===== config.mk =====
export PLATFORM = sky130hd
export DESIGN_NAME = decoder_nto2n_scan_flat
export DESIGN_NICKNAME = d
export VERILOG_FILES = /design/src/rtl/decoder_nto2n_scan_pkg.sv /design/src/rtl/decoder_nto2n_scan_if.sv /design/src/rtl/decoder_nto2n_scan_tick_gen.sv /design/src/rtl/decoder_nto2n_scan.sv /design/src/flat_wrapper.sv
export SDC_FILE = /design/constraint.sdc
export NUM_CORES = 1
export LEC_CHECK = 0
export CAP_MARGIN = 25
export CORE_MARGIN = 2
export CORE_UTILIZATION = 49
export DETAILED_ROUTE_END_ITERATION = 8
export PLACE_DENSITY = 0.79
export SLEW_MARGIN = 15
export SYNTH_ARGS = -nofsm -noshare
export SYNTH_HDL_FRONTEND = slang
export SYNTH_SLANG_ARGS = --single-unit

===== constraint.sdc =====
create_clock -name clk -period 1.9 [get_ports clk]
set_clock_uncertainty 0.15 [all_clocks]
set_input_delay 0.38 -clock clk [delete_from_list [all_inputs] [get_ports clk]]
set_output_delay 0.38 -clock clk [all_outputs]
set_load 0.01 [all_outputs]

===== src/rtl/decoder_nto2n_scan_pkg.sv =====
// Shared types and helpers for the N-to-2^N scanning decoder.
//   state_t  : FSM states (IDLE, DIRECT, SCAN)
//   mode_t   : decoded meaning of the mode input
//   onehot() : index -> one-hot vector, masked to 2^n outputs
//   MAX_N    : largest supported select width
package decoder_pkg;

    localparam int unsigned MAX_N    = 6;
    localparam int unsigned MAX_OUTS = 2 ** MAX_N;

    typedef enum logic [1:0] {
        IDLE,
        DIRECT,
        SCAN
    } state_t;

    typedef enum logic {
        MODE_DIRECT,
        MODE_SCAN
    } mode_t;

    // Result is MAX_OUTS wide; callers size-cast down to their own 2^N outputs.
    function automatic logic [MAX_OUTS-1:0] onehot(input logic [MAX_N-1:0] idx,
                                                   input int unsigned     n);
        logic [MAX_OUTS-1:0] r;
        r = '0;
        for (int unsigned i = 0; i < MAX_OUTS; i++) begin
            if ((i < (32'd1 << n)) && (32'(idx) == i)) begin
                r[i] = 1'b1;
            end
        end
        return r;
    endfunction

endpackage


===== src/rtl/decoder_nto2n_scan_if.sv =====
// Bus between select logic (master) and the scanning decoder (slave).
//   en   : enable, low forces outputs inactive
//   mode : 0 direct decode, 1 auto-scan
//   sel  : direct index / scan start index
//   out  : registered one-hot (or one-cold) outputs
//   idx  : index currently shown on out
//   wrap : one-cycle pulse when the scan steps from the last index to 0
interface decoder_nto2n_scan_if #(
    parameter int unsigned N = 3
) ();

    logic              en;
    logic              mode;
    logic [N-1:0]      sel;
    logic [2**N-1:0]   out;
    logic [N-1:0]      idx;
    logic              wrap;

    modport master (
        output en,
        output mode,
        output sel,
        input  out,
        input  idx,
        input  wrap
    );

    modport slave (
        input  en,
        input  mode,
        input  sel,
        output out,
        output idx,
        output wrap
    );

endinterface


===== src/rtl/decoder_nto2n_scan_tick_gen.sv =====
// Scan-rate prescaler.
//   clk  : clock, rising edge
//   rst  : asynchronous active-high reset
//   clr  : synchronous clear; holds the count at 0 and suppresses tick
//   tick : one-cycle pulse every TICK_DIV clocks while clr is low
module tick_gen #(
    parameter int unsigned TICK_DIV = 4
) (
    input  logic clk,
    input  logic rst,
    input  logic clr,
    output logic tick
);

    localparam int unsigned    CntW = (TICK_DIV > 1) ? $clog2(TICK_DIV) : 1;
    localparam logic [CntW-1:0] Last = CntW'(TICK_DIV - 1);

    logic [CntW-1:0] cnt_q, cnt_d;

    assign tick = !clr && (cnt_q == Last);

    always_comb begin
        cnt_d = cnt_q;
        if (clr || (cnt_q == Last)) begin
            cnt_d = '0;
        end else begin
            cnt_d = cnt_q + CntW'(1);
        end
    end

    always_ff @(posedge clk or posedge rst) begin
        if (rst) begin
            cnt_q <= '0;
        end else begin
            cnt_q <= cnt_d;
        end
    end

endmodule


===== src/rtl/decoder_nto2n_scan.sv =====
// Registered N-to-2^N decoder with enable, optional active-low outputs and auto-scan.
//   clk        : clock, rising edge
//   rst        : asynchronous active-high reset
//   bus.en     : enable
//   bus.mode   : 0 direct, 1 scan
//   bus.sel    : direct index / scan start index
//   bus.out    : registered one-hot (one-cold when ACTIVE_LOW)
//   bus.idx    : index currently driven on out
//   bus.wrap   : pulse in the cycle out first shows index 0 after a scan wrap
module decoder_nto2n_scan
    import decoder_pkg::*;
#(
    parameter int unsigned N          = 3,
    parameter int unsigned TICK_DIV   = 4,
    parameter bit          ACTIVE_LOW = 1'b0
) (
    input  logic                 clk,
    input  logic                 rst,
    decoder_nto2n_scan_if.slave  bus
);

    localparam int unsigned     Outs     = 2 ** N;
    localparam logic [Outs-1:0] Inactive = {Outs{ACTIVE_LOW}};
    localparam logic [N-1:0]    IdxMax   = '1;

    state_t          state_q, state_d;
    logic [N-1:0]    idx_q;
    logic [N-1:0]    idx_inc;
    logic [Outs-1:0] out_q;
    logic [Outs-1:0] oh_sel;
    logic [Outs-1:0] oh_inc;
    logic            wrap_q;
    logic            scan_run;
    logic            step;

    always_comb begin
        state_d = IDLE;
        if (bus.en) begin
            state_d = (mode_t'(bus.mode) == MODE_SCAN) ? SCAN : DIRECT;
        end
    end

    // Prescaler only runs while staying in SCAN; entry cycles and other states clear it.
    assign scan_run = (state_q == SCAN) && (state_d == SCAN);

    tick_gen #(
        .TICK_DIV (TICK_DIV)
    ) u_tick_gen (
        .clk  (clk),
        .rst  (rst),
        .clr  (!scan_run),
        .tick (step)
    );

    assign idx_inc = idx_q + N'(1);
    assign oh_sel  = Outs'(onehot(MAX_N'(bus.sel), N)) ^ Inactive;
    assign oh_inc  = Outs'(onehot(MAX_N'(idx_inc), N)) ^ Inactive;

    always_ff @(posedge clk or posedge rst) begin
        if (rst) begin
            state_q <= IDLE;
            idx_q   <= '0;
            out_q   <= Inactive;
            wrap_q  <= 1'b0;
        end else begin
            state_q <= state_d;
            wrap_q  <= 1'b0;
            case (state_d)
                IDLE: begin
                    out_q <= Inactive;
                end
                DIRECT: begin
                    idx_q <= bus.sel;
                    out_q <= oh_sel;
                end
                SCAN: begin
                    if (state_q != SCAN) begin
                        idx_q <= bus.sel;
                        out_q <= oh_sel;
                    end else if (step) begin
                        idx_q  <= idx_inc;
                        out_q  <= oh_inc;
                        wrap_q <= (idx_q == IdxMax);
                    end
                end
                default: begin
                    out_q <= Inactive;
                end
            endcase
        end
    end

    assign bus.out  = out_q;
    assign bus.idx  = idx_q;
    assign bus.wrap = wrap_q;

endmodule


===== src/flat_wrapper.sv =====
// flat-port wrapper written by rule: the top's interface ports become plain ports
module decoder_nto2n_scan_flat import decoder_pkg::*;
#(
    parameter int unsigned N          = 3,
    parameter int unsigned TICK_DIV   = 4,
    parameter bit          ACTIVE_LOW = 1'b0
)
  (clk, rst, bus_en, bus_mode, bus_sel, bus_out, bus_idx, bus_wrap);
  decoder_nto2n_scan_if #(.N(N)) bus_i ();
  input  logic clk;
  input  logic rst;
  input wire logic [$bits(bus_i.en)-1:0] bus_en;
  input wire logic [$bits(bus_i.mode)-1:0] bus_mode;
  input wire logic [$bits(bus_i.sel)-1:0] bus_sel;
  output wire logic [$bits(bus_i.out)-1:0] bus_out;
  output wire logic [$bits(bus_i.idx)-1:0] bus_idx;
  output wire logic [$bits(bus_i.wrap)-1:0] bus_wrap;
  assign bus_i.en = bus_en;
  assign bus_i.mode = bus_mode;
  assign bus_i.sel = bus_sel;
  assign bus_out = bus_i.out;
  assign bus_idx = bus_i.idx;
  assign bus_wrap = bus_i.wrap;
  decoder_nto2n_scan #(.N(N), .TICK_DIV(TICK_DIV), .ACTIVE_LOW(ACTIVE_LOW)) u_core (.clk(clk), .rst(rst), .bus(bus_i));
endmodule

Word level (Yosys, flattened, before mapping)
Cells that the tools add are included.

word-level totals
  bits of input ports = 7
  ROM bits = 0
  bits in writable memories = 0
  output and inout port bits = 12
  register bits after elaboration = 16
  word-level logic and storage cells = 64
  memories = 0
  bits in latches = 0

cells by class
  shift operators = 0
  magnitude comparators = 0
  divide/modulo/power cells = 0
  equal/unequal tests = 21
  $add $sub $neg = 2
  bitwise gates (word level) = 0
  reductions and logical operators = 8
  mux-type cells = 28
  $mul = 0

operators with widths
  kind                   count
  $eq A3 B3 Y1 const B   9
  $mux W1                19
  $mux W8                2
  $pmux W8 S2            1
  $eq A3 B2 Y1 const B   4
  $eq A2 B2 Y1 const B   3
  $eq A3 B1 Y1 const B   2
  $logic_not A3 Y1       2
  $mux W2                3
  $mux W3                2
  $pmux W3 S2            1
  $add A3 B1 Y3 const B  1
  $ne A3 B2 Y1 const B   1
  $add A2 B1 Y2 const B  1
  $eq A2 B1 Y1 const B   1
  $logic_and A1 B1 Y1    2
  $ne A2 B2 Y1 const B   1
  $reduce_and A2 Y1      1
  $reduce_bool A2 Y1     1
  $logic_not A1 Y1       1
  $logic_or A1 B1 Y1     1

Longest topological paths before layout
Gate-level depths: netlist (run 1).

  depth after elaboration = 8
  mapped depth = 5
  mapped depth without buffers = 5

Hierarchy
A second synthesis (run 1) with hierarchy kept.

second synthesis, totals
  cell total of the unflattened synthesis = 90
  area total of the unflattened synthesis = 938.4 um^2

modules (own cells, without submodules)
  module              sequential area each (um^2)  area each (um^2)  cells an instance  instances
  decoder_nto2n_scan  350.3                        848.3             83                 1
  tick_gen            50.0                         90.1              7                  1

Least setup slack after synthesis (run 1)
No wires, ideal clock.

  kind = reg-to-reg
  start point = register u_core.idx_q[0] (netlist: u_core.bus.idx[0])
  end point = register u_core.out_q[3] (netlist: u_core.bus.out[3])
  buffers on the path = 0
  cell stages (with the launch flop) = 6
  path slack = 0.219 ns
  setup time = 0.082 ns
  data required time = 1.668 ns
  clock period less this slack = 1.681 ns
  arrival = 1.449 ns
  cells stage by stage = dfrtp_1 ha_1 ha_1 and2b_1 nand3_1 a31oi_1

on the way
  longest elaborated chain between the ends = 6

ends and longest elaborated chain
  what                      RTL line                      RTL
  start: declaration        decoder_nto2n_scan.sv:27      logic [N-1:0] idx_q;
  start signal: assignment  decoder_nto2n_scan.sv:73      idx_q <= bus.sel;
  start signal: assignment  decoder_nto2n_scan.sv:78      idx_q <= bus.sel;
  start signal: assignment  decoder_nto2n_scan.sv:81      idx_q <= idx_inc;
  $add A3 B1 Y3             decoder_nto2n_scan.sv:55      assign idx_inc = idx_q + N'(1);
  $eq A3 B2 Y1              decoder_nto2n_scan_pkg.sv:28  if ((i < (32'd1 << n)) && (32'(idx) == i)) begin
  $mux W1                   decoder_nto2n_scan_pkg.sv:28
  $mux W8                   decoder_nto2n_scan.sv:80      end else if (step) begin
  $mux W8                   decoder_nto2n_scan.sv:77      if (state_q != SCAN) begin
  $pmux W8 S2               decoder_nto2n_scan.sv:68      case (state_d)
  end signal: assignment    decoder_nto2n_scan.sv:70      out_q <= Inactive;
  end signal: assignment    decoder_nto2n_scan.sv:79      out_q <= oh_sel;
  end signal: assignment    decoder_nto2n_scan.sv:82      out_q <= oh_inc;
  end: declaration          decoder_nto2n_scan.sv:29      logic [Outs-1:0] out_q;

No other way between the ends. The select of a mux whose other input is x is not followed.
A chain may end at the register's enable or synchronous reset.

Worst setup path in the final report (run 1)
  start point = register u_core.idx_q[1] (netlist: u_core.bus.idx[1])
  end point = output port bus_idx[1]

RTL lines
  what              RTL line            RTL
  end: declaration  flat_wrapper.sv:16  output wire logic [$bits(bus_i.idx)-1:0] bus_idx;

No word-level cell between the ends.

==> summary.txt, run 1 <==
Layout
  • Syn-to-layout area delta: 30.74%
  • Layout cell share with drive strength beyond 1: 0.1552
  • Register area: approximately 400 um^2
  • Non-filler instance count after layout: around 140
  • Fillers: between 150 and 200
  • ANT cells: 0
  • Multi-input combinational cell area: about 460 um^2
  • Total Nets Final: around 130

Route
  • Uppermost routed layer: met4
  • Drt pass-1 iters: 4
  • Final WL: 2.072 mm
  • Wire per inst: between 10 and 15 um
  • Drt via density: 5.730
  • Routed wl met2: slightly below 1 mm
  • Metal-1 WL: around 940 um
  • Starting DRT DRC Count: 24
  • Post-route ant nets: 0
  • DR DRC count: 0
  • DR WL met3: 96 um
  • Vias: about 800

Clocking
  • Clk buf depth: 2
  • Clk_lat worst skew: 0.30 ns
  • CTS root buffer: clkbuf_4
  • H-tree levels: 1
  • Worst-path clk slew: around 0.1 ns
  • Clock Sinks: 16
  • Post-CTS Hold Fix Bufs: 0
  • TritonCTS buffer count: 3
  • CTS tree: built

Floorplan
  • Die W: roughly 47 um
  • Die area: between 0.002 and 0.0025 mm^2
  • Core region area: between 0.0015 and 0.002 mm^2
  • IO Pins: 19
  • Die Y: approximately 47 um
  • FP Rows: 15
  • Initial Util: 0.5247

Timing
  • Highest Clock Rate: approximately 550 MHz
  • Worst-Margin Slew: between 0.3 and 0.4 ns
  • Post-route minimum period: around 1.8 ns
  • Final hold violations: 0
  • Max-slew violations: 0
  • Setup-failing EPs final: 0
  • RSZ-0062 raised after global routing: no
  • Tcrit/Tclk final: 0.9543
  • Setup ws final: between 0.08 and 0.09 ns
  • Rel. slew slack: 0.7869
  • Setup TNS: 0 ns

GRT
  • Vias in the first global route: about 720
  • Initial antenna violation count: 0
  • First-pass GRT wire length: between 3 and 4 mm
  • Overall global routing resource usage: 0.2094
  • GRT overflow: 0
  • Pin count of the biggest net entering global routing: 17

Synthesis
  • Asr flop ratio synth: 1.000
  • Count leader, synth: dfrtp_1
  • Synth Net Count: ~110
  • Synth area leaders: dfrtp_1 (44%), ha_1 (9.6%), o22a_1 (3.8%), a31oi_1 (2.7%), nand3_1 (2.7%)
  • Synth top area share: 0.4372
  • Main flop type after synthesis: dfrtp_1
  • Synthesized area: roughly 920 um^2
  • Synthesized flop and latch total: 16
  • Synthesized area per cell: 10.06 um^2
  • Distinct cells, synth: 31
  • Synth Instances: between 90 and 100
  • Most frequent cells after synthesis: dfrtp_1 (16), ha_1 (7), nand2_1 (6)
  • Synth area leader: dfrtp_1
  • Sequential fraction of the synthesis area: 0.4372
  • Post-synth EDFFs: 0
  • Yosys warns: 0

Worst setup path
  • Critical path type: flip-flop to output pin
  • Worst Path Max Fanout: 6
  • Setup crit end kind: output pin
  • Largest delay share family, worst path: buffers and inverters
  • CP arrival: around 1.3 ns
  • Slowest stage delay, CP: around 0.56 ns
  • Slowest stage cell on the critical path: clkdlybuf4s50_1
  • Critical Path RT: between 1 and 1.5 ns
  • Crit path launch: u_core.bus.idx[1]
  • Reg-to-reg critical path startpoint: u_core.bus.idx[1]
  • Worst-path cell chain: clkdlybuf4s50_1
  • WP buf/inv: 1
  • CP Launch Type: flip-flop

Place
  • I/O Buffers: 18
  • GP Congestion: ~0.86
  • Dpl ws: -0.06858 ns
  • Dpl hpwl: between 1.5 and 2 mm
  • Placed Instances: 137

Power
  • Overall Power: around 0.76 mW
  • Power density over cell area: about 640 mW/mm^2
  • Peak supply drop: 0.4587 mV
  • Static leakage: roughly 0.57 nW

Min path
  • Hold WC Path Type: input pin to asynchronous set/reset pin

Run status
  • Status: finished, final reports clean

Run
  • MaxCap Viol Count: 0
state kept, by name, indices dropped and copies added, names as in the netlist:
name and flops:
u_core.bus.out 8, u_core.u_tick_gen.cnt_q 2, u_core.bus.idx 3, u_core.bus.wrap 1, u_core.state_q 2
power by group:
group	internal [mW]	total [mW]	leakage [nW]	switching, mW
clock	0.117	0.234	0.0210	0.117
sequential	0.358	0.373	0.210	0.0144
combinational	0.0801	0.157	0.337	0.0767
stage by stage:
| stage | instance area [um^2] | util | hold WS, ns |
|---|---|---|---|
| finish | 1197 | 0.6860 | 0.2239 |
| detailed placement | 1156 | 0.6624 | 0.2791 |
| CTS | 1192 | 0.6832 | 0.2458 |
| global placement | 1156 | 0.6624 | 0.2700 |
| floorplan | 915.9 | - | 0.1437 |
| global route | 1197 | 0.6860 | 0.2698 |
timing repair:
action / in CTS / in global routing
endpoints found under the hold margin: 0 / 0
resized for setup: 0 / 3
endpoints found under the setup margin: 0 / 6
buffers inserted: 0 / 0
routing by layer:
| metal | up-vias | global-route usage |
|---|---|---|
| met5 | - | 0 |
| met4 | 0 | 0.1222 |
| met3 | 9 | 0.03462 |
| met2 | 34 | 0.3270 |
| met1 | 386 | 0.2714 |
| li1 | 379 | - |
kinds of logic (layout without fill, tap and decap cells):
kind of cell,after synthesis,after routing,synth area share
buffers and inverters,10,35,0.05873
AOI/OAI and AO/OA,16,16,0.1229
DFF,16,16,0.4372
and+or+nand+nor,41,41,0.2746
adders and majority gates,7,7,0.09562
muxes,1,1,0.01093
worst paths after layout:
kind / slack [ns] / cells after the start / to
hold / removal: 0.22 / 3 / u_core.u_tick_gen.cnt_q[1]
max in group asynchronous: 1.16 / 3 / u_core.bus.idx[1]
setup / recovery: 0.09 / 1 / bus_idx[1]
setup reg to reg: 0.11 / 5 / u_core.bus.out[3]
min in group clk: 0.29 / 1 / u_core.u_tick_gen.cnt_q[0]
hold reg to reg: 0.29 / 1 / u_core.u_tick_gen.cnt_q[0]
area by class of cell:
class / count / share of cell area
clock buffers: 4 / 0.03030
repair buffers: 27 / 0.2090
multi-input cells: 65 / 0.3866
well taps: 25 / 0.02612
flip-flops and latches: 16 / 0.3354
inverters: 4 / 0.01254
cell usage in the layout (no fill, tap or decap), types with 2 or more instances in the layout:
cell,count
ha_1,7
nor4b_1,2
a221o_1,2
nor3_1,5
and2_1,3
buf_4,9
dfrtp_1,15
nand3_1,5
and2b_1,2
clkdlybuf4s50_1,17
o22a_1,4
nand2_1,6
clkbuf_4,3
nand4b_1,2
and3_1,2
a21oi_1,4
nor2_1,4
a31oi_1,4
inv_1,4
Power figures use the tool's default switching activity.
==> run 2: changes to the inputs <==
--- a/config.mk
+++ b/config.mk
@@ -10,6 +10,7 @@
 export CORE_UTILIZATION = 49
 export DETAILED_ROUTE_END_ITERATION = 8
 export PLACE_DENSITY = 0.79
+export SKIP_LAST_GASP = 1
 export SLEW_MARGIN = 15
 export SYNTH_ARGS = -nofsm -noshare
 export SYNTH_HDL_FRONTEND = slang
==> results of run 2 <==
The final DEF is identical to that of run 1; final timing and power are the same.
==> run 3: changes to the inputs <==
==> constraint.sdc (replaced) <==
create_clock -name clk -period 1.85 [get_ports clk]
set_clock_uncertainty 0.15 [all_clocks]
set_input_delay 0.37 -clock clk [delete_from_list [all_inputs] [get_ports clk]]
set_output_delay 0.37 -clock clk [all_outputs]
set_load 0.01 [all_outputs]
==> run 3 against run 2 <==
Effect of this change:
- die area stayed put
- routed wire length is 8.0% lower
- clock power is 21% lower
- cell count stayed put
- non-clock buffer count is 1 higher
- flip-flop and latch count stayed put
- critical endpoint is now bus_idx[2]
==> summary.txt, run 3 (same netlist as run 1, synthesis figures left out) <==
Run status
  • Status: finished, final reports clean

Floorplan
  • Core region area: 0.001745 mm^2 (unchanged)
  • Die Y: 47.24 um (unchanged)
  • Initial Util: 0.5247 (unchanged)
  • Die area: 0.002231 mm^2 (unchanged)
  • IO Pins: 19 (unchanged)
  • FP Rows: 15 (unchanged)
  • Die W: 47.24 um (unchanged)

GRT
  • GRT overflow: 0 (unchanged)
  • Pin count of the biggest net entering global routing: 17 (unchanged)
  • First-pass GRT wire length: 3.118 mm (-3.0%)
  • Overall global routing resource usage: 0.2062 (-0.003288)
  • Vias in the first global route: 677 (-6.5%)
  • Initial antenna violation count: 0 (unchanged)

Route
  • DR DRC count: 0 (unchanged)
  • Starting DRT DRC Count: 11 (-54%)
  • Wire per inst: 13.52 um (-8.0%)
  • Post-route ant nets: 0 (unchanged)
  • Final WL: 1.907 mm (-8.0%)
  • Vias: 765 (-5.3%)
  • Drt via density: 5.426 (-5.3%)
  • Drt pass-1 iters: 4 (unchanged)

Worst setup path
  • CP arrival: 1.22 ns (-0.06 ns)
  • Flop-to-flop setup slack: 0.14 ns (+0.03 ns)
  • WP buf/inv: 1 (unchanged)
  • Critical Path RT: 1.33 ns (-0.04 ns)
  • Worst R2R End: u_core.bus.out[0]
  • Setup crit end kind: output pin
  • Worst-path cell chain: clkdlybuf4s50_1
  • Slowest stage cell on the critical path: clkdlybuf4s50_1
  • R2r worst-path depth: 5 (unchanged)
  • Slowest stage delay, CP: 0.54 ns (-0.02 ns)
  • CP Launch Type: flip-flop
  • Largest delay share family, worst path: buffers and inverters
  • Worst Path Max Fanout: 3 (-3)
  • Reg-to-reg critical path startpoint: u_core.bus.idx[0]
  • Critical path type: flip-flop to output pin

Timing
  • Max-slew violations: 0 (unchanged)
  • Worst-Margin Slew: 0.3211 ns (+0.004451 ns)
  • Post-route minimum period: between 1.5 and 2 ns
  • Setup-failing EPs final: 0 (unchanged)
  • Rel. slew slack: 0.7852 (-0.001691)
  • Tcrit/Tclk final: 0.9431
  • Hold slack: 0.2264 ns (+0.002541 ns)
  • Highest Clock Rate: ~570 MHz
  • RSZ-0062 raised after global routing: no
  • Final hold violations: 0 (unchanged)
  • Setup TNS: 0 ns (unchanged)

Clocking
  • Clk_lat worst skew: 0.29 ns (about the same)
  • Clock Sinks: 16 (unchanged)
  • H-tree levels: 1 (unchanged)
  • Post-CTS Hold Fix Bufs: 0 (unchanged)
  • TritonCTS buffer count: 3 (unchanged)
  • Worst-path clk slew: 0.09 ns (about the same)
  • Post-cts gate resize count: 1 (+1)
  • Setup Buffers After CTS: 0 (unchanged)
  • CTS tree: built
  • CTS root buffer: clkbuf_4
  • Clk buf depth: 2 (unchanged)

Power
  • Static leakage: 0.5717 nW (+0.67%)
  • Overall Power: 0.7254 mW (-5.0%)
  • Peak supply drop: 0.4494 mV (-2.0%)
  • Power density over cell area: 610.9 mW/mm^2 (-4.2%)

Layout
  • Syn-to-layout area delta: 29.64%
  • Post-layout util: 0.6803 (-0.005735)
  • Layout cell share with drive strength beyond 1: 0.1379 (-0.01724)
  • Total Nets Final: 132 (+0.76%)
  • ANT cells: 0 (unchanged)
  • Number of flip-flops in the largest register: 8 (unchanged)
  • Most frequent cells in the layout: clkdlybuf4s50_1 (16), dfrtp_1 (16), buf_4 (10), ha_1 (7), nand2_1 (6)

Min path
  • Hold WC Path Type: input pin to asynchronous set/reset pin

Place
  • Dpl hpwl: 1.482 mm (-4.2%)
  • I/O Buffers: 18 (unchanged)
  • GP Congestion: 0.8729 (+1.8%)

Run
  • MaxCap Viol Count: 0 (unchanged)
[run 3: cell count changes in the layout (fill, tap and decap cells not counted)]
cell             before  now
dfrtp_1              15   16
and2b_2               1    0
clkdlybuf4s50_1      17   16
clkbuf_8              1    0
dfrtp_2               1    0
buf_4                 9   10
and2b_1               2    3
dlygate4sd2_1         0    1
[run 3: how the worst max path moves through the flow]
stage,start,to,slack (ns),depth (start not counted)
floorplan,u_core.bus.idx[0],u_core.bus.out[3],0.17,5
global placement,bus_mode,u_core.bus.out[5],-0.05,5
detailed placement,bus_mode,u_core.bus.out[5],-0.09,5
CTS,u_core.bus.idx[1],bus_idx[1],0.001,2
global route,u_core.bus.idx[0],u_core.bus.out[2],0.05,5
finish,u_core.bus.idx[2],bus_idx[2],0.11,1
[run 3: cell type report]
cell class	count	area, um^2
fillers	138	558.0
clock buffers	3	22.52
flip-flops and latches	16	400.4
multi-input cells	65	461.7
repair buffers	28	256.5
well taps	25	31.28
inverters	4	15.01
[run 3: stage by stage]
step	cell area [um^2]	worst slack, ns	std cells
2_1_floorplan	915.9	0.1691	91
3_3_place_gp	1164	-0.04778	138
3_5_place_dp	1164	-0.08906	138
4_1_cts	1185	0.001258	141
5_1_grt	1187	0.04603	141
6_report	1187	0.1053	141
[run 3: power breakdown]
| group | switching [mW] | internal (mW) |
|---|---|---|
| clock network | 0.108 | 0.0759 |
| registers | 0.0111 | 0.367 |
| logic | 0.0803 | 0.0828 |
| total | 0.199 | 0.526 |
[run 3: worst register-to-register path, stage by stage (launching register included)]
cell	delay (ns)
dfrtp_1	0.39
ha_1	0.20
ha_1	0.36
and2b_1	0.28
nand3_1	0.10
a31oi_1	0.16
[run 3: metal layers]
layer | up-vias | track usage | part of all wire
met3 | 4 | 0.04231 | 0.039
li1 | 382 | - | -
met2 | 24 | 0.3027 | 0.47
met1 | 355 | 0.2837 | 0.46
met4 | 0 | 0.1111 | 0.029
met5 | - | 0 | 0
==> edit 1 (config.mk and constraints of run 1) <==
`N` is set to 3 in 3 places; all go to 2.
--- a/src/rtl/decoder_nto2n_scan_if.sv
+++ b/src/rtl/decoder_nto2n_scan_if.sv
@@ -8,3 +8,3 @@
 interface decoder_nto2n_scan_if #(
-    parameter int unsigned N = 3
+    parameter int unsigned N = 2
 ) ();
--- a/src/rtl/decoder_nto2n_scan.sv
+++ b/src/rtl/decoder_nto2n_scan.sv
@@ -12,3 +12,3 @@
 #(
-    parameter int unsigned N          = 3,
+    parameter int unsigned N          = 2,
     parameter int unsigned TICK_DIV   = 4,
--- a/src/flat_wrapper.sv
+++ b/src/flat_wrapper.sv
@@ -3,3 +3,3 @@
 #(
-    parameter int unsigned N          = 3,
+    parameter int unsigned N          = 2,
     parameter int unsigned TICK_DIV   = 4,
Interface: changed (resized bus_idx, bus_out and bus_sel); port bits go from 19 to 13. The function was not compared with the original's and may differ.
==> edit 1 against run 1 <==
Synthesized cell count decreased by 42%. Worst setup slack improved by 32 ps. First-iteration DRC count decreased by 67%. Synthesized area decreased by 36%. Design area decreased by 38%. Power decreased by 35%. Utilization decreased by 1.9 points. Combinational power decreased by 48%. Routed wire length decreased by 49%. Register-to-register slack improved by 180 ps. Hold slack improved by 31 ps. Sequential cell count decreased by 5.
==> edit 1: results (changes against run 1) <==
STA
  • Final period util: 93.7% (-1.7 points)
  • Worst-Margin Slew: 410 ps (+93.7 ps)

Place
  • DP HPWL: 804 µm (-48%)
  • Dpl ws: 92.5 ps (+161 ps)
  • PortBufs: 12 (-6)
  • RePlAce Congestion: 0.788 (-8.2%)

Clock tree
  • H-tree depth: 1 (unchanged)
  • CTS clk-pin slew, worst paths: 70 ps (-30 ps)
  • CTS-repair resized insts: 0 (unchanged)
  • Worst-Skew Late Latency: 260 ps (-40 ps)

Global routing
  • GR Util All Layers: 18.9% (-2.0 points)
  • First-pass GRT wire length: 1740 µm (-46%)
  • Largest net degree at the start of global routing: 12 (-5)
  • Vias in the first global route: 387 (-47%)
  • Initial antenna violation count: 0 (unchanged)

Layout
  • Nets: 80 (-39%)
  • Share of cells above drive strength 1: 10.3% (-5.2 points)
  • Fill cells: 98 (-35%)
  • Max reg flops: 4 (-4)
  • Ant. Diodes: 0 (unchanged)

Run status
  • Status: finished, final reports clean

Critical path
  • WP data arrival: 1250 ps (-30 ps)
  • Reg-to-Reg Start: u_core.u_tick_gen.cnt_q[0]$_DFF_PP0_
  • Crit path launch: u_core.bus.idx[0]$_DFFE_PP0P_
  • Critical path fanouts, max: 5 (-1)
  • Critical Path Slowest Stage Cell: clkdlybuf4s50_1

Pwr
  • Pleak: 0.329 nW (-42%)
  • Peak VDD IR: 0.446 mV (-2.8%)

Logic synthesis
  • Post-synth top flop: dfrtp_1
  • Ys Warns: 0 (unchanged)
  • Netlist cell types: 25 (-19%)
  • Synth top area cells: dfrtp_1 47%, ha_1 11%, o21a_1 5.1%, mux2i_1 3.4%, a2bb2oi_1 3.0%
  • Synth Net Count: 64 (-39%)
  • Sequential element share of the synthesized area: 47.0% (+3.3 points)
  • Most frequent cells after synthesis: 11 x dfrtp_1, 5 x ha_1, 4 x o21a_1

Routing
  • DR pass1 iterations: 3 (-1)
  • DR iter-0 viols: 8 (-67%)
  • WL final: 1060 µm (-49%)
  • Vias: 418 (-48%)
edit 1: cell types whose count changed after synthesis, sizes merged, moves of 3 or more:
cell / before / now
dfrtp: 16 / 11
and2b: 3 / 0
o21a: 0 / 4
clkbuf: 3 / 0
nor3: 5 / 2
a31oi: 4 / 0
nor3b: 0 / 3
and2: 4 / 1
a21oi: 4 / 1
nand2: 7 / 3
o22a: 4 / 0
nand3: 5 / 1
edit 1: worst paths after layout:
path                                                        end  slack (ps)  cells past startpoint
hold reg to reg            u_core.u_tick_gen.cnt_q[0]$_DFF_PP0_         310                      1
min in group clk           u_core.u_tick_gen.cnt_q[0]$_DFF_PP0_         310                      1
setup / recovery                                     bus_idx[0]         120                      1
max in group asynchronous         u_core.bus.out[1]$_DFFE_PP0P_        1060                      2
hold / removal                        u_core.bus.wrap$_DFF_PP0_         250                      2
setup reg to reg                  u_core.bus.out[3]$_DFFE_PP0P_         290                      4
edit 1: cell type report:
class / count / area, µm² / area share (%)
inverters: 3 / 11.3 / 1.52
repair buffers: 14 / 135 / 18.2
multi-input cells: 36 / 275 / 37.2
well taps: 14 / 17.5 / 2.36
flip-flops and latches: 11 / 275 / 37.2
clock buffers: 4 / 26.3 / 3.55
edit 1: kinds of logic (layout without fill, tap and decap cells):
group | count (synthesis) | in the layout | share of synthesized area, %
multiplexers | 3 | 3 | 5.34
flip-flops | 11 | 11 | 47.0
adder cells (fa/ha/maj) | 5 | 5 | 10.7
AO/OA/AOI/OAI | 10 | 10 | 12.4
buffers and inverters | 6 | 21 | 5.98
AND/OR/NAND/NOR | 18 | 18 | 18.6
edit 1: metal layers:
metal	track usage [%]	vias up	wire [µm]
li1	-	215	-
met1	23.6	191	522
met2	26.7	10	498
met3	5.20	2	32
met4	15.5	0	11
met5	0	-	0
edit 1: power by group:
group          internal (mW)  leakage [nW]  switching [mW]
Clock                 0.0812        0.0150          0.0767
Combinational         0.0457         0.171          0.0355
Sequential             0.245         0.144         0.00976
edit 1: per-stage QoR:
stage,area (µm²),instances
floorplan,586,53
global placement,714,78
detailed placement,714,78
CTS,741,82
global route,741,82
finish,741,82
==> edit 2 (config.mk and constraints of run 1) <==
Made on the original files. The 3 states of `state_t` get a one-hot encoding in 3 bits.
--- a/src/rtl/decoder_nto2n_scan_pkg.sv
+++ b/src/rtl/decoder_nto2n_scan_pkg.sv
@@ -10,6 +10,6 @@
 
-    typedef enum logic [1:0] {
-        IDLE,
-        DIRECT,
-        SCAN
+    typedef enum logic [2:0] {
+        IDLE   = 3'b001,
+        DIRECT = 3'b010,
+        SCAN   = 3'b100
     } state_t;
Behaviour: same outputs for any inputs over 10 cycles, from zero or initial values and one cycle with rst high; not proved beyond that.
==> edit 2 against run 1 <==
Non-clock buffer count shrank 3. Synthesized area shrank 1.1%. Sequential cell count grew 1. Worst setup slack gained 50 ps. Design area shrank 2.0%. Power shrank 3.8%. Global-route usage shrank 0.55 points. Routed wire length shrank 9.1%. Critical path type unchanged.
==> edit 2: results (changes against run 1) <==
Place
  • DP Area: 0.00114 mm² (-1.2%)
  • DP HPWL: 1330 µm (-14%)
  • Dpl ws: -27.9 ps (+40.6 ps)
  • PortBufs: 18 (unchanged)

Global routing
  • Initial antenna violation count: 0 (unchanged)
  • Largest net degree at the start of global routing: 22 (+5)
  • M3 GR Usage: 5.38% (+1.9 points)
  • Met1 GRT Util: 28.0% (+0.81 points)
  • Met2 GRT Util: 30.7% (-2.0 points)
  • Vias in the first global route: 697 (-3.7%)
  • GR Util All Layers: 20.4% (-0.55 points)

Routing
  • DR iter-0 viols: 9 (-63%)
  • Met2 wire len: 848 µm (-13%)
  • WL final: 1880 µm (-9.1%)
  • Routed vias/inst: 5.55 (-3.1%)
  • DRT met1 WL: 916 µm (-3.0%)
  • Met3 Routed Length: 97 µm (+1.0%)

Critical path
  • FF-to-FF setup slack: 230 ps (+120 ps)
  • Crit path largest cell delay: 550 ps
  • WP data arrival: 1230 ps (-50 ps)
  • Crit path launch: u_core.bus.idx[2]$_DFFE_PP0P_
  • Reg-to-Reg Start: u_core.bus.idx[0]$_DFFE_PP0P_
  • Critical path fanouts, max: 3 (-3)

Logic synthesis
  • Sequential element share of the synthesized area: 47.1% (+3.4 points)
  • Most frequent cells after synthesis: 16 x dfrtp_1, 11 x nand2_1, 8 x a31oi_1
  • Post-synthesis compound-gate area fraction: 15.9% (+3.6 points)
  • Synthesized area per cell: 10.2 µm² (+1.1%)
  • Synth top area cells: dfrtp_1 44%, ha_1 9.7%, a311oi_1 5.8%, a31oi_1 5.5%, nand2_1 4.6%
  • Synthesized-area fraction occupied by adder cells: 9.67% (+0.11 points)
  • Post-synthesis mux area share: 3.31% (+2.2 points)

Layout
  • Fill cells: 143 (-5.3%)
  • Multi-input logic area: 417 µm² (-10%)
  • Core Util, Final: 68.0% (-0.63 points)
  • Final Non-Filler Cells: 137 (-2.8%)
  • Sequential share of cell area: 36.4% (+2.8 points)
  • Multi-input gate count: 59 (-9.2%)
  • Share of cells above drive strength 1: 10.7% (-4.8 points)
  • Non-clk invs: 8 (+4)
  • Clk tree area frac: 2.24% (-0.79 points)
  • Nets: 127 (-3.1%)
  • Layout non-clock buf frac: 20.7% (-0.22 points)

Pwr
  • Switching Share: 26.8% (-0.54 points)
  • Clock net power: 0.195 mW (-17%)
  • Peak VDD IR: 0.536 mV (+17%)
  • Power after layout: 0.735 mW (-3.8%)
  • Pleak: 0.504 nW (-11%)
  • Comb. pwr: 0.152 mW (-3%)

Run status
  • Status: finished, final reports clean

STA
  • Min Hold Slack: 239 ps (+14.8 ps)
  • Worst-Margin Slew: 288 ps (-28.8 ps)

Clock tree
  • Clock sink count: 17 (+1)
## edit 2: changes by cell type after synthesis, sizes merged, moves of 3 or more
cell,run 1,this run
nand4b,3,0
o22a,4,0
a31oi,4,8
nand3b,1,4
inv,4,7
a21oi,4,1
and2,4,1
and2b,3,0
a311oi,0,6
nor3,5,2
nand2,7,11
a2bb2oi,0,3
## edit 2: timing repair
action	CTS	global route
gates resized for setup	0	2
endpoints found under the hold margin	0	0
hold buffers	0	0
setup endpoints to repair	0	2
## edit 2: path summary, 6_finish.rpt
| path | depth (start not counted) | end |
|---|---|---|
| worst max-delay path | 1 | bus_idx[2] |
| worst min-delay path | 3 | u_core.bus.out[1]$_DFFE_PP0P_ |
| worst max register to register | 5 | u_core.bus.idx[2]$_DFFE_PP0P_ |
| worst min register to register | 1 | u_core.u_tick_gen.cnt_q[0]$_DFF_PP0_ |
| max in group asynchronous | 3 | u_core.state_q[0]$_DFF_PP1_ |
| min in group clk | 1 | u_core.u_tick_gen.cnt_q[0]$_DFF_PP0_ |
